$ cat src/rtl/raster_line_setup.sv
// Per-frame/per-line init generator: shadow capture, vblank commit, serial hblank stepping via one adder.
// Latency: ack 1 cycle after capture, commit 1 cycle, step 10 cycles from x==640; backpressure: none, frame_valid is always accepted.
module raster_line_setup (
    input  logic               clk,
    input  logic               rst_n,
    input  logic        [9:0]  x,
    input  logic        [9:0]  y,
    input  logic               frame_valid,
    output logic               frame_ack,
    input  logic signed [19:0] e0_y0_t1,
    input  logic signed [19:0] e1_y0_t1,
    input  logic signed [19:0] e2_y0_t1,
    input  logic signed [19:0] e0_y0_t2,
    input  logic signed [19:0] e1_y0_t2,
    input  logic signed [19:0] e2_y0_t2,
    input  logic signed [19:0] x_screen_v0,
    input  logic signed [19:0] x_screen_v1,
    input  logic signed [19:0] x_screen_v2,
    input  logic signed [19:0] x_screen_v3,
    input  logic signed [21:0] bar_iy_y0,
    input  logic signed [21:0] bar_iz_y0,
    input  logic signed [21:0] bar2_iy_y0,
    input  logic signed [21:0] bar2_iz_y0,
    input  logic signed [21:0] bar_iy_dy,
    input  logic signed [21:0] bar_iz_dy,
    input  logic signed [21:0] bar2_iy_dy,
    input  logic signed [21:0] bar2_iz_dy,
    output logic signed [19:0] e0_init_t1,
    output logic signed [19:0] e1_init_t1,
    output logic signed [19:0] e2_init_t1,
    output logic signed [19:0] e0_init_t2,
    output logic signed [19:0] e1_init_t2,
    output logic signed [19:0] e2_init_t2,
    output logic signed [21:0] bar_iy,
    output logic signed [21:0] bar_iz,
    output logic signed [21:0] bar2_iy,
    output logic signed [21:0] bar2_iz,
    output logic               setup_busy
);

    typedef enum logic {IDLE, STEP} state_t;

    state_t            state;
    logic        [3:0] idx;

    logic signed [19:0] sh_e   [6];
    logic signed [19:0] sh_xv  [4];
    logic signed [21:0] sh_bar [4];
    logic signed [21:0] sh_dy  [4];

    logic signed [19:0] act_xv [4];
    logic signed [21:0] act_dy [4];

    logic signed [19:0] edge_q [6];
    logic signed [21:0] bar_q  [4];

    logic               commit, trig, sel_bar;
    logic signed [19:0] edge_a, edge_d;
    logic signed [21:0] bar_a, bar_d, add_a, add_b, sum;

    assign commit = (y == 10'd524) && (x == 10'd640);
    assign trig   = (y <= 10'd479) && (x == 10'd640);

    always_ff @(posedge clk or negedge rst_n) begin
        if (!rst_n) begin
            frame_ack <= 1'b0;
            for (int k = 0; k < 6; k++) sh_e[k] <= '0;
            for (int k = 0; k < 4; k++) begin
                sh_xv[k]  <= '0;
                sh_bar[k] <= '0;
                sh_dy[k]  <= '0;
            end
        end else begin
            frame_ack <= frame_valid;
            if (frame_valid) begin
                sh_e[0]   <= e0_y0_t1;
                sh_e[1]   <= e1_y0_t1;
                sh_e[2]   <= e2_y0_t1;
                sh_e[3]   <= e0_y0_t2;
                sh_e[4]   <= e1_y0_t2;
                sh_e[5]   <= e2_y0_t2;
                sh_xv[0]  <= x_screen_v0;
                sh_xv[1]  <= x_screen_v1;
                sh_xv[2]  <= x_screen_v2;
                sh_xv[3]  <= x_screen_v3;
                sh_bar[0] <= bar_iy_y0;
                sh_bar[1] <= bar_iz_y0;
                sh_bar[2] <= bar2_iy_y0;
                sh_bar[3] <= bar2_iz_y0;
                sh_dy[0]  <= bar_iy_dy;
                sh_dy[1]  <= bar_iz_dy;
                sh_dy[2]  <= bar2_iy_dy;
                sh_dy[3]  <= bar2_iz_dy;
            end
        end
    end

    // Operand select for the single shared adder; edge deltas derive from active vertex x.
    always_comb begin
        edge_a = '0;
        edge_d = '0;
        bar_a  = '0;
        bar_d  = '0;
        case (idx)
            4'd0: begin edge_a = edge_q[0]; edge_d = act_xv[0] - act_xv[1]; end
            4'd1: begin edge_a = edge_q[1]; edge_d = act_xv[1] - act_xv[2]; end
            4'd2: begin edge_a = edge_q[2]; edge_d = act_xv[2] - act_xv[0]; end
            4'd3: begin edge_a = edge_q[3]; edge_d = act_xv[0] - act_xv[2]; end
            4'd4: begin edge_a = edge_q[4]; edge_d = act_xv[2] - act_xv[3]; end
            4'd5: begin edge_a = edge_q[5]; edge_d = act_xv[3] - act_xv[0]; end
            4'd6: begin bar_a = bar_q[0]; bar_d = act_dy[0]; end
            4'd7: begin bar_a = bar_q[1]; bar_d = act_dy[1]; end
            4'd8: begin bar_a = bar_q[2]; bar_d = act_dy[2]; end
            4'd9: begin bar_a = bar_q[3]; bar_d = act_dy[3]; end
            default: ;
        endcase
    end

    assign sel_bar = (idx >= 4'd6);
    assign add_a   = sel_bar ? bar_a : {{2{edge_a[19]}}, edge_a};
    assign add_b   = sel_bar ? bar_d : {{2{edge_d[19]}}, edge_d};
    assign sum     = add_a + add_b;

    always_ff @(posedge clk or negedge rst_n) begin
        if (!rst_n) begin
            state      <= IDLE;
            idx        <= '0;
            setup_busy <= 1'b0;
            for (int k = 0; k < 6; k++) edge_q[k] <= '0;
            for (int k = 0; k < 4; k++) begin
                bar_q[k]  <= '0;
                act_xv[k] <= '0;
                act_dy[k] <= '0;
            end
        end else begin
            case (state)
                IDLE: begin
                    if (trig) begin
                        state      <= STEP;
                        idx        <= '0;
                        setup_busy <= 1'b1;
                    end
                end
                STEP: begin
                    case (idx)
                        4'd0: edge_q[0] <= sum[19:0];
                        4'd1: edge_q[1] <= sum[19:0];
                        4'd2: edge_q[2] <= sum[19:0];
                        4'd3: edge_q[3] <= sum[19:0];
                        4'd4: edge_q[4] <= sum[19:0];
                        4'd5: edge_q[5] <= sum[19:0];
                        4'd6: bar_q[0]  <= sum;
                        4'd7: bar_q[1]  <= sum;
                        4'd8: bar_q[2]  <= sum;
                        4'd9: bar_q[3]  <= sum;
                        default: ;
                    endcase
                    if (idx == 4'd9) begin
                        state      <= IDLE;
                        idx        <= '0;
                        setup_busy <= 1'b0;
                    end else begin
                        idx <= idx + 4'd1;
                    end
                end
                default: state <= IDLE;
            endcase
            // Commit reads pre-capture shadow contents; a same-edge capture lands next frame.
            if (commit) begin
                for (int k = 0; k < 6; k++) edge_q[k] <= sh_e[k];
                for (int k = 0; k < 4; k++) begin
                    bar_q[k]  <= sh_bar[k];
                    act_xv[k] <= sh_xv[k];
                    act_dy[k] <= sh_dy[k];
                end
            end
        end
    end

    assign e0_init_t1 = edge_q[0];
    assign e1_init_t1 = edge_q[1];
    assign e2_init_t1 = edge_q[2];
    assign e0_init_t2 = edge_q[3];
    assign e1_init_t2 = edge_q[4];
    assign e2_init_t2 = edge_q[5];
    assign bar_iy     = bar_q[0];
    assign bar_iz     = bar_q[1];
    assign bar2_iy    = bar_q[2];
    assign bar2_iz    = bar_q[3];

endmodule

$ cat config.mk
export PLATFORM = sky130hd
export DESIGN_NAME = raster_line_setup
export DESIGN_NICKNAME = d
export VERILOG_FILES = /design/src/rtl/raster_line_setup.sv
export SDC_FILE = /design/constraint.sdc
export NUM_CORES = 1
export LEC_CHECK = 0
export ABC_AREA = 1
export BUFFER_PORTS_ARGS = -buffer_cell sky130_fd_sc_hd__buf_2
export CORE_ASPECT_RATIO = 2
export CORE_MARGIN = 5
export CORE_UTILIZATION = 57
export DETAILED_ROUTE_END_ITERATION = 10
export PLACE_DENSITY = 0.8
export SLEW_MARGIN = 20
export SYNTH_ARGS = -nofsm -noshare
export SYNTH_HDL_FRONTEND = slang
export SYNTH_SLANG_ARGS = --single-unit
$ cat constraint.sdc
create_clock -name clk -period 5.41 [get_ports clk]
set_clock_uncertainty 0.15 [all_clocks]
set_input_delay 0.8115 -clock clk [delete_from_list [all_inputs] [get_ports clk]]
set_output_delay 0.8115 -clock clk [all_outputs]
set_load 0.02 [all_outputs]
After elaboration in Yosys (flattened, before gate mapping)
Index checks and enable logic that the tools add are counted.
{"block": "word_totals", "register_bits": 759, "inputBits": 399, "out_inout_bits": 210}
{"block": "classes", "add_sub_neg": 8, "n_lt_le_gt_ge": 2, "eq_ne": 13, "muxes": 29, "n_bitwise": 1, "n_reduce_logical": 25}
{"op": "$mux W120", "n": 2}
{"op": "$pmux W20 S6", "n": 2}
{"op": "$mux W88", "n": 2}
{"op": "$pmux W22 S4", "n": 2}
{"op": "$mux W22", "n": 6}
{"op": "$mux W20", "n": 6}
{"op": "$sub A20 B20 Y20", "n": 6}
{"op": "$add A22 B22 Y22", "n": 1}
{"op": "$reduce_and A2 Y1", "n": 11}
{"op": "$reduce_bool A2 Y1", "n": 11}
{"op": "$eq A10 B10 Y1 const B", "n": 2}
{"op": "$eq A4 B3 Y1 const B", "n": 4}
{"op": "$le A10 B9 Y1 const B", "n": 1}
{"op": "$eq A4 B2 Y1 const B", "n": 2}
{"op": "$eq A4 B4 Y1 const B", "n": 2}
{"op": "$mux W4", "n": 2}
{"op": "$pmux W4 S2", "n": 1}
{"op": "$add A4 B1 Y4 const B", "n": 1}
{"op": "$eq A4 B1 Y1 const B", "n": 1}
{"op": "$ge A4 B3 Y1 const B", "n": 1}
{"op": "$logic_not A4 Y1", "n": 1}
{"op": "$mux W1", "n": 4}
{"op": "$pmux W1 S2", "n": 2}
{"op": "$logic_and A1 B1 Y1", "n": 2}
{"op": "other kinds (3)", "n": 3}

Logic depth before layout (Yosys ltp)
Gate-level depths: netlist (run 1).
{"block": "logic_depth", "ltp_word": 7, "depth_mapped": 38, "ltp_nobuf": 37}

Worst setup path after synthesis (run 1)
No wires, ideal clock.
{"block": "synth_path", "path_kind": "register to register", "start": "register idx[2]", "end": "register bar_q, in the netlist bar_iy[16]", "setup_time_ps": 68, "t_arrival_ps": 4431, "required_ps": 5192, "path_slack_ps": 761, "path_stages_with_launch": 26, "synth_period_minus_slack_ps": 4649, "cell_sequence": "dfrtp_1 > nor2_2 > nand2_2 > inv_2 > buf_1 > buf_1 > nand2_1 > o21ai_0 > ha_1 > a21oi_1 > o21ai_0 > inv_1 > nand2_1 > or2_2 > nand3_1 > nand2_1 > nor3_1 > nand2_1 > ha_1 > nand2_1 > nor4_2 > a21oi_2 > o21ai_2 > xor2_2 > nand3_1 > nand3_1"}
{"block": "synth_via", "elab_chain_cells": 7}
{"item": "start: declaration", "line_no": "44", "source": "logic [3:0] idx;"}
{"item": "start signal: assignment", "line_no": "163", "source": "idx <= idx + 4'd1;"}
{"item": "$eq A4 B3 Y1, or another cell as far along", "line_no": "104", "source": "case (idx)"}
{"item": "$pmux W20 S6 or $pmux W22 S4 (tied branches)", "line_no": "104"}
{"item": "$mux W22, on equally long branches", "line_no": "120, 121"}
{"item": "$add A22 B22 Y22", "line_no": "122", "source": "assign sum = add_a + add_b;"}
{"item": "$mux W22", "line_no": "145", "source": "case (idx)"}
{"item": "$mux W88", "line_no": "136", "source": "case (state)"}
{"item": "$mux W88", "line_no": "169", "source": "if (commit) begin"}
{"item": "end signal: indexed assignment", "line_no": "172", "source": "bar_q[k] <= sh_bar[k];"}
{"item": "end: declaration", "line_no": "55", "source": "logic signed [21:0] bar_q [4];"}
Several ways; a longest one is shown, not always the timed one. The select of a mux whose other input is x is not followed.
A chain may end at the register's enable or synchronous reset.

Final worst setup path (run 1)
{"block": "layout_path", "start": "register idx[1]", "end": "register bar_q, in the netlist bar_iz[11]"}
Same word-level chain as after synthesis.

==> results.txt, run 1 <==
The maximum clock frequency was 0.1947 GHz; the number of hold-slack violations in the final timing report was 0. The tools report the count of boundary I/O pins as 609. The number of global-route vias before repair was 36210; the area share of and/or/nand/nor cells after synthesis was 0.1607. The XOR/XNOR share of the synthesized area is 0.006777, and the wire length on met2 is 74.33 mm. The headroom to the max-slew limit is 0.1135, and the maximum resistive drop on vdd is 0.6739 mV.

Setup violations remaining at the end of the flow were counted as 0. The tools report the leakage power summed over all cells as 0.02293 µW. The congestion estimate from routability-driven global placement came to 1.060. The worst register-to-register path has a depth of 24. The die is 372.6 µm tall.

Counting distinct cell types in the post-synthesis netlist gives 59. The worst hold path belongs to the class input pin to async pin. The share of flip-flops with an asynchronous set or reset after synthesis was 1.000; the count of maximum capacitance violations was 0. The remaining antenna violation count was 0; the actual slew at the worst max-slew pin was 1.330 ns. STA classifies the critical path endpoint as a flip-flop. The flow ran to the end, and the final reports show no timing, DRC or antenna violations. The worst-skew pair later-pin latency was 0.67 ns. The top layer reached by signal wires is met5. The critical setup path kind is flip-flop to flip-flop.

The die is 191.3 µm wide. The number of buffers between clock root and the deepest sink is 3, and the hold slack is 0.06901 ns. In this run the worst path has a maximum fanout of 6. STA classifies the critical path startpoint as a flip-flop. In the synthesized netlist the dominant register cell turns out to be dfrtp_1.

The run gives 121.2 mm as the HPWL after detailed placement. CTS built an H-tree with a depth of 3. The data required time of the critical path is 5.82 ns, and the minimum clock period after layout is 5.135 ns. The number of iterations in the first detailed-routing pass was 6; the number of I/O port buffers was 608. The compound-cell area share of the yosys netlist is 0.1977.

Counting flops and latches in the post-synthesis netlist gives 759. Summed over all layers, the global routing overflow is 0. Buffers inserted during clock tree synthesis total 67. The area enclosed by the die boundary is 0.07129 mm², and the placeable core area is 0.06557 mm². Setup repair after global routing could not meet its margin everywhere.

The share of cell area taken by muxes after synthesis was 0.006911. The overall global routing resource usage is 0.4335, and the synthesized area per cell is 8.450 µm². The tools report the global-route wire length before repair as 227.5 mm. The post-synthesis share of cell area spent on full adders, half adders and majority gates works out to 0.03505.

The cell area that synthesis handed to floorplanning was 0.03748 mm². Synthesis produced a netlist with a net count of 4936. Counting every instance in the synthesized netlist gives 4435. The number of clock sinks seen by CTS was 759; the net total in the final layout was 5583.

The final worst-path cycle share is 0.9492. During synthesis, Yosys emitted a total of 0 warnings. The sequential cell area fraction in the yosys report came out at 0.5068. The synthesized design contains 0 enable-type register cells.

The clock transition at the registers of the reported paths is 0.07 ns. By area, the combinational part of the netlist is dominated by compound AO/OA/AOI/OAI gates. The run gives 157.2 mm as the wire length after detailed routing. Dividing total power by cell area gives a power density of 492.5 mW/mm². After detailed routing, the number of remaining DRC violations is 0.

Summed over all nets, wire length on met3 after detailed routing comes to 15.08 mm. The number of core rows was 133. Average wire per cell in the routed design: 26.11 µm. The initial standard-cell utilization of the core is 0.5716, and the share of layout cells above drive strength 1 is 0.2055. Compared with the post-synthesis result, the final layout area differs by 20.24%. Entering global routing, the biggest net connects 268 pins. The detail-routed via count per cell is 6.026, and the arrival time at the worst endpoint is 5.54 ns.

The starting DRC count in detailed routing is 3701, and the hold-fix buffer count after cts is 0. The number of placed instances, taps included, is 5883. TritonCTS built the clock tree.

The number of filler instances in the final layout was 5317. The overall power of the completed layout is 22190 µW, and the routed length on met1 is 50.93 mm. The logs give 0 for the max-slew violation count and 6022 for the number of standard cells in the final layout excluding fillers.

The tree is rooted in a clkbuf_16. The logs give 16 for the initial antenna violation count and 36290 for the total via count in the routed design.
[metal layers]
metal  up-vias  global-route usage
met4         4              0.3682
met1     17170              0.4816
met3       639             0.09390
met5         -                   0
li1      16110                   -
met2      2364              0.6998
[cells in the mapped netlist (5+ instances only)]
cell type	number	area share
xor2_1	9	0.0021
nor2_2	6	0.0010
buf_6	5	0.0015
o221ai_2	16	0.0064
fa_1	5	0.0027
o211ai_1	38	0.0076
a21oi_2	6	0.0014
o221ai_1	125	0.029
nor3_1	11	0.0015
a22o_1	46	0.011
a221oi_1	57	0.013
nand3_1	146	0.019
nor2_1	125	0.013
o21ai_0	653	0.087
o21ai_2	6	0.0014
mux2_2	23	0.0069
a21oi_1	149	0.020
or2_2	11	0.0018
buf_1	11	0.0011
o22ai_1	37	0.0062
nand4_1	33	0.0055
o2111ai_1	12	0.0028
dfrtp_1	759	0.51
nor4_1	9	0.0015
ha_1	97	0.032
nand2_1	1130	0.11
nand2_2	7	0.0012
o21bai_1	24	0.0048
inv_1	593	0.059
o21ai_1	8	0.0011
buf_2	41	0.0055
inv_2	15	0.0015
clkbuf_1	164	0.016
a211oi_1	5	0.0010
xnor2_1	7	0.0016
[cells by family (layout without fill, tap and decap cells)]
| group | after synthesis | after routing |
|---|---|---|
| buffers and inverters | 834 | 1533 |
| xor gates and xnor gates | 23 | 23 |
| AOI/OAI and AO/OA | 1202 | 1202 |
| other | 0 | 11 |
| DFF | 759 | 759 |
| muxes | 23 | 23 |
| and+or+nand+nor | 1492 | 1492 |
| adders and majority gates | 102 | 102 |
[path summary, 6_finish.rpt]
kind | startpoint | to | slack, ns
hold / removal | rst_n | sh_dy[22] | 0.07
setup reg to reg | idx[1] | bar_iz[11] | 0.28
setup / recovery | idx[1] | bar_iz[11] | 0.28
hold reg to reg | act_xv[12] | act_xv[12] | 0.34
max in group asynchronous | rst_n | e1_init_t2[12] | 3.53
min in group clk | bar2_iz_y0[6] | sh_bar[6] | 0.20
[area by class of cell]
| type | instances | area [µm²] | share of cell area |
|---|---|---|---|
| antenna | 11 | 27.53 | 0.0006109 |
| timing repair buffer | 800 | 4783 | 0.1062 |
| inverter | 612 | 2298 | 0.05101 |
| clock buffer | 96 | 1958 | 0.04345 |
| multi-input combinational | 2842 | 15530 | 0.3447 |
| sequential | 759 | 19000 | 0.4216 |
| clock inverter | 25 | 367.9 | 0.008163 |
| tap | 877 | 1097 | 0.02435 |
[sequential cells by signal, indices dropped and copies added, names as in the netlist]
| signal | flops |
|---|---|
| sh_xv | 80 |
| sh_e | 120 |
| bar_iz | 22 |
| state | 1 |
| e1_init_t2 | 20 |
| e2_init_t1 | 20 |
| sh_dy | 88 |
| e2_init_t2 | 20 |
| act_xv | 80 |
| frame_ack | 1 |
| bar_iy | 22 |
| setup_busy | 1 |
| e0_init_t2 | 20 |
| bar2_iz | 22 |
| act_dy | 88 |
| idx | 4 |
| e1_init_t1 | 20 |
| sh_bar | 88 |
| e0_init_t1 | 20 |
| bar2_iy | 22 |
[cell usage in the layout (no fill, tap or decap), drive strengths merged, types with 12 or more instances in the layout]
cell	instances
o21ai	668
a21oi	156
xor2	12
o22ai	37
clkbuf	96
a221oi	57
nand3	146
a22o	46
buf	800
nand4	33
inv	610
o21bai	25
clkinv	18
mux2	23
or2	12
nor3	12
nor2	131
o2111ai	12
o211ai	39
dfrtp	759
nand2	1138
o221ai	141
ha	97
[worst max-delay path, cell delays in order, from the launching register on]
cell and delay (ns):
dfrtp_2 0.43, nand2_1 0.10, inv_2 0.11, nand2_2 0.10, buf_4 0.17, nand2_1 0.05
o21ai_0 0.08, ha_1 0.23, fa_1 0.41, inv_2 0.10, nand2_1 0.05, nor3b_1 0.14
a21oi_1 0.31, o2111ai_1 0.22, buf_4 0.23, ha_1 0.31, a21oi_1 0.17, nand2_1 0.10
a21oi_2 0.35, o21ai_1 0.20, a21oi_1 0.32, xnor2_2 0.24, buf_12 0.20, nand3_1 0.08
o211ai_1 0.17
[power breakdown]
group | switching, µW | internal (µW)
combinational | 6830 | 3600
sequential | 401 | 6240
clock | 2230 | 2890
[repair_timing]
action | in CTS | in global routing
resized for setup | 2 | 47
setup endpoints to repair | 11 | 108
setup buffers | 1 | 6
pin swaps | 1 | 8
[per-stage QoR]
step           setup TNS [ns]  setup slack (ns)  utilization  cell area [µm²]
4_1_cts                     0           0.01348       0.6828            44770
6_report                    0            0.2750       0.6873            45060
2_1_floorplan               0            0.7611            -            37480
3_5_place_dp          -0.2717          -0.07010       0.6469            42410
5_1_grt              -0.04150          -0.03047       0.6872            45060
3_3_place_gp                0           0.02294       0.6469            42410
(Power assumes the default switching activity.)
==> inputs of run 2 (changes only) <==
- CORE_UTILIZATION: 57 -> 62
- CTS_CLUSTER_SIZE: not set -> 16
- PLACE_DENSITY: 0.8 -> 0.86
- REMOVE_ABC_BUFFERS: not set -> 1
- clock period: 5.41 -> 6.2 ns (I/O delays scaled with it)
==> results.txt, run 2 (synthesis gave the netlist of run 1 again) <==
The maximum resistive drop on vdd came out at 0.3412 mV (was 0.6739 mV). The die width is 183.9 µm (was 191.3 µm), and the detail-routed via count per cell is 6.186 (was 6.026). Setup repair after global routing left no endpoint under its margin. The logs give 6.60 ns (was 5.82 ns) for the data required time of the critical path and 4116 (was 3701) for the starting DRC count in detailed routing.

The average wire per cell in the routed design is 24.95 µm (was 26.11 µm), and the number of instances in the placed design is 5652 (was 5883). The tools report the master cell of the clock root buffer as clkbuf_16 (unchanged). The area added between synthesis and finish is 15.98% (was 20.24%), and the minimum clock period after layout is 5.835 ns (was 5.135 ns).

The total via count in the routed design is 35730 (was 36290). The flip-flop count of the largest register after layout was 120 (unchanged); the global-route wire length before repair was 212.4 mm (was 227.5 mm). The headroom to the max-slew limit was 0.2202 (was 0.1135); the number of core rows was 127 (was 133). The DRC violation count after routing is 0 (unchanged). Commonest non-fill, non-tap cell in the layout: nand2_1 (unchanged). Commonest non-fill, non-tap cells in the layout: nand2_1 (1130), dfrtp_1 (759), o21ai_0 (653) (was nand2_1 (1124), dfrtp_1 (756), o21ai_0 (648)). For the wire length on met2, the log shows 68.02 mm (was 74.33 mm). The tools report the count of boundary I/O pins as 609 (unchanged). The max-slew violation count was 0 (unchanged); the number of buffers between clock root and the deepest sink was 3 (unchanged). The die span in y came out at 357.7 µm (was 372.6 µm). The total grt overflow is 0 (unchanged). The hold-fix buffer count after cts came out at 0 (unchanged). The final worst-path cycle share came out at 0.9412 (was 0.9492). The critical path capture point type is a flip-flop (unchanged).

TritonCTS built the clock tree. The logs give 0.02214 µW (was 0.02293 µW) for the leakage power summed over all cells and 66 (was 67) for the number of buffers inserted during clock tree synthesis. The run gives 144.1 mm (was 157.2 mm) as the wire length after detailed routing.

The arrival time at the worst endpoint was 6.24 ns (was 5.54 ns). The tools report the number of global-route vias before repair as 36150 (was 36210). The logs give 0 (unchanged) for the remaining antenna violation count and 106.8 mm (was 121.2 mm) for the HPWL after detailed placement.

Final number of setup-violating endpoints: 0 (unchanged). The number of hold-slack violations in the final timing report is 0 (unchanged), and the initial antenna violation count is 4 (was 16). The number of I/O port buffers came out at 608 (unchanged).

The type of the most critical hold path is input pin to async pin (unchanged). The run gives 7 (was 6) as the number of iterations in the first detailed-routing pass. The share of layout cells above drive strength 1 is 0.1773 (was 0.2055). The sum of negative setup slack was 0 ns (unchanged). For the wire length on met3, the log shows 13.94 mm (was 15.08 mm). The tools report the placeable core area as 0.05991 mm² (was 0.06557 mm²). The element type at the critical path start is a flip-flop (unchanged).

The overall global routing resource usage was 0.4298 (was 0.4335); the clock transition at the registers of the reported paths was 0.07 ns (about the same). Largest net degree at the start of global routing: 207 (was 268). The actual slew at the worst max-slew pin is 1.170 ns (was 1.330 ns), and the area enclosed by the die boundary is 0.06576 mm² (was 0.07129 mm²). The maximum clock frequency is 0.1714 GHz (was 0.1947 GHz), and the power density over the cells is 388.0 mW/mm² (was 492.5 mW/mm²). The flow ran to the end, and the final reports show no timing, DRC or antenna violations.

The number of filler instances in the final layout was 4539 (was 5317). Maximum fanout encountered on the critical timing path: 16 (was 6). Depth of the CTS H-tree: 3 (unchanged).

Top layer reached by signal wires: met5 (unchanged). The register with the most flip-flops is sh_e (unchanged). The critical setup path kind is flip-flop to flip-flop (unchanged).

For the number of clock sinks seen by CTS, the log shows 759 (unchanged). The logs give 1.018 (was 1.060) for the final weighted congestion in routability-driven placement and 0.6256 (was 0.5716) for the initial standard-cell utilization of the core. The count of maximum capacitance violations is 0 (unchanged), and the number of standard cells in the final layout excluding fillers is 5775 (was 6022). The run gives 46.25 mm (was 50.93 mm) as the routed length on met1. The total area of multi-input combinational cells was 0.01539 mm² (was 0.01553 mm²). For the worst-skew pair later-pin latency, the log shows 0.63 ns (was 0.67 ns). The net total in the final layout is 5448 (was 5583). The tools report the area taken by flip-flops and latches as 0.01899 mm² (was 0.01900 mm²).
-- run 2: cell types whose count changed in the layout (fill, tap and decap cells not counted), moves of 7 or more --
cell     change
buf_4      -122
a21oi_2      -9
nand2_2      -7
a21oi_1      +8
buf_12      -12
diode_2      -7
-- run 2: per-stage QoR --
stage	hold slack, ns	setup slack, ns	util	instance area (µm²)	total power, µW
6_report	0.1868	0.3647	0.7256	43470	16860
5_1_grt	0.2771	0.01047	0.7255	43460	17470
3_5_place_dp	0.3240	-0.3377	0.6882	41220	12380
2_1_floorplan	0.3030	-1.698	-	36550	9616
3_3_place_gp	0.3165	-0.2867	0.6878	41200	12310
4_1_cts	0.2294	0.1633	0.7248	43420	16620
-- run 2: layout make-up --
class,instances,share of cell area
Clock inverter,17,0.003771
Inverter,612,0.05291
Tap cell,774,0.02228
Sequential cell,759,0.4369
Clock buffer,101,0.04640
Antenna cell,4,0.0002303
Timing Repair Buffer,666,0.08345
Multi-Input combinational cell,2842,0.3540
-- run 2: path summary, 6_finish.rpt --
kind / from / to / slack (ns) / cells after the start
max: idx[1] / bar2_iy[16] / 0.36 / 22
min: rst_n / act_dy[15] / 0.19 / 1
max reg2reg: idx[1] / bar2_iy[16] / 0.36 / 22
min reg2reg: act_dy[37] / act_dy[37] / 0.34 / 2
max in group asynchronous: rst_n / bar_iy[8] / 4.08 / 2
min in group clk: act_dy[37] / act_dy[37] / 0.34 / 2
-- run 2: report_power, final --
group / switching (µW) / total, µW / internal (µW)
clock: 1930 / 4240 / 2310
combinational: 4980 / 6810 / 1830
sequential: 369 / 5810 / 5440
total: 7280 / 16900 / 9580
-- run 2: layer usage --
metal,global-route usage,vias to the layer above
met5,0,-
met4,0.3629,2
met3,0.09002,723
met2,0.6963,2386
met1,0.4808,16820
li1,-,15800
-- run 2: timing repair --
action	CTS	global route
pin swaps	0	1
setup endpoints to repair	28	34
gates resized for setup	2	5
setup buffers	0	1
-- run 2: worst max-delay path: stages, from the launching register on --
cell and delay, ns:
dfrtp_1 0.44, nand2_1 0.17, inv_2 0.08, nand2_2 0.15
clkinv_2 0.26, o21ai_0 0.27, ha_1 0.35, a21oi_1 0.40
and2_1 0.19, nand2_1 0.07, a31oi_1 0.37, xor2_1 0.22
o21ai_0 0.11, inv_1 0.08, o2111ai_1 0.21, ha_1 0.55
nand2_1 0.16, nor4_2 0.41, a21oi_2 0.15, o21ai_2 0.17
xor2_2 0.51, nand3_1 0.17, nand3_1 0.11
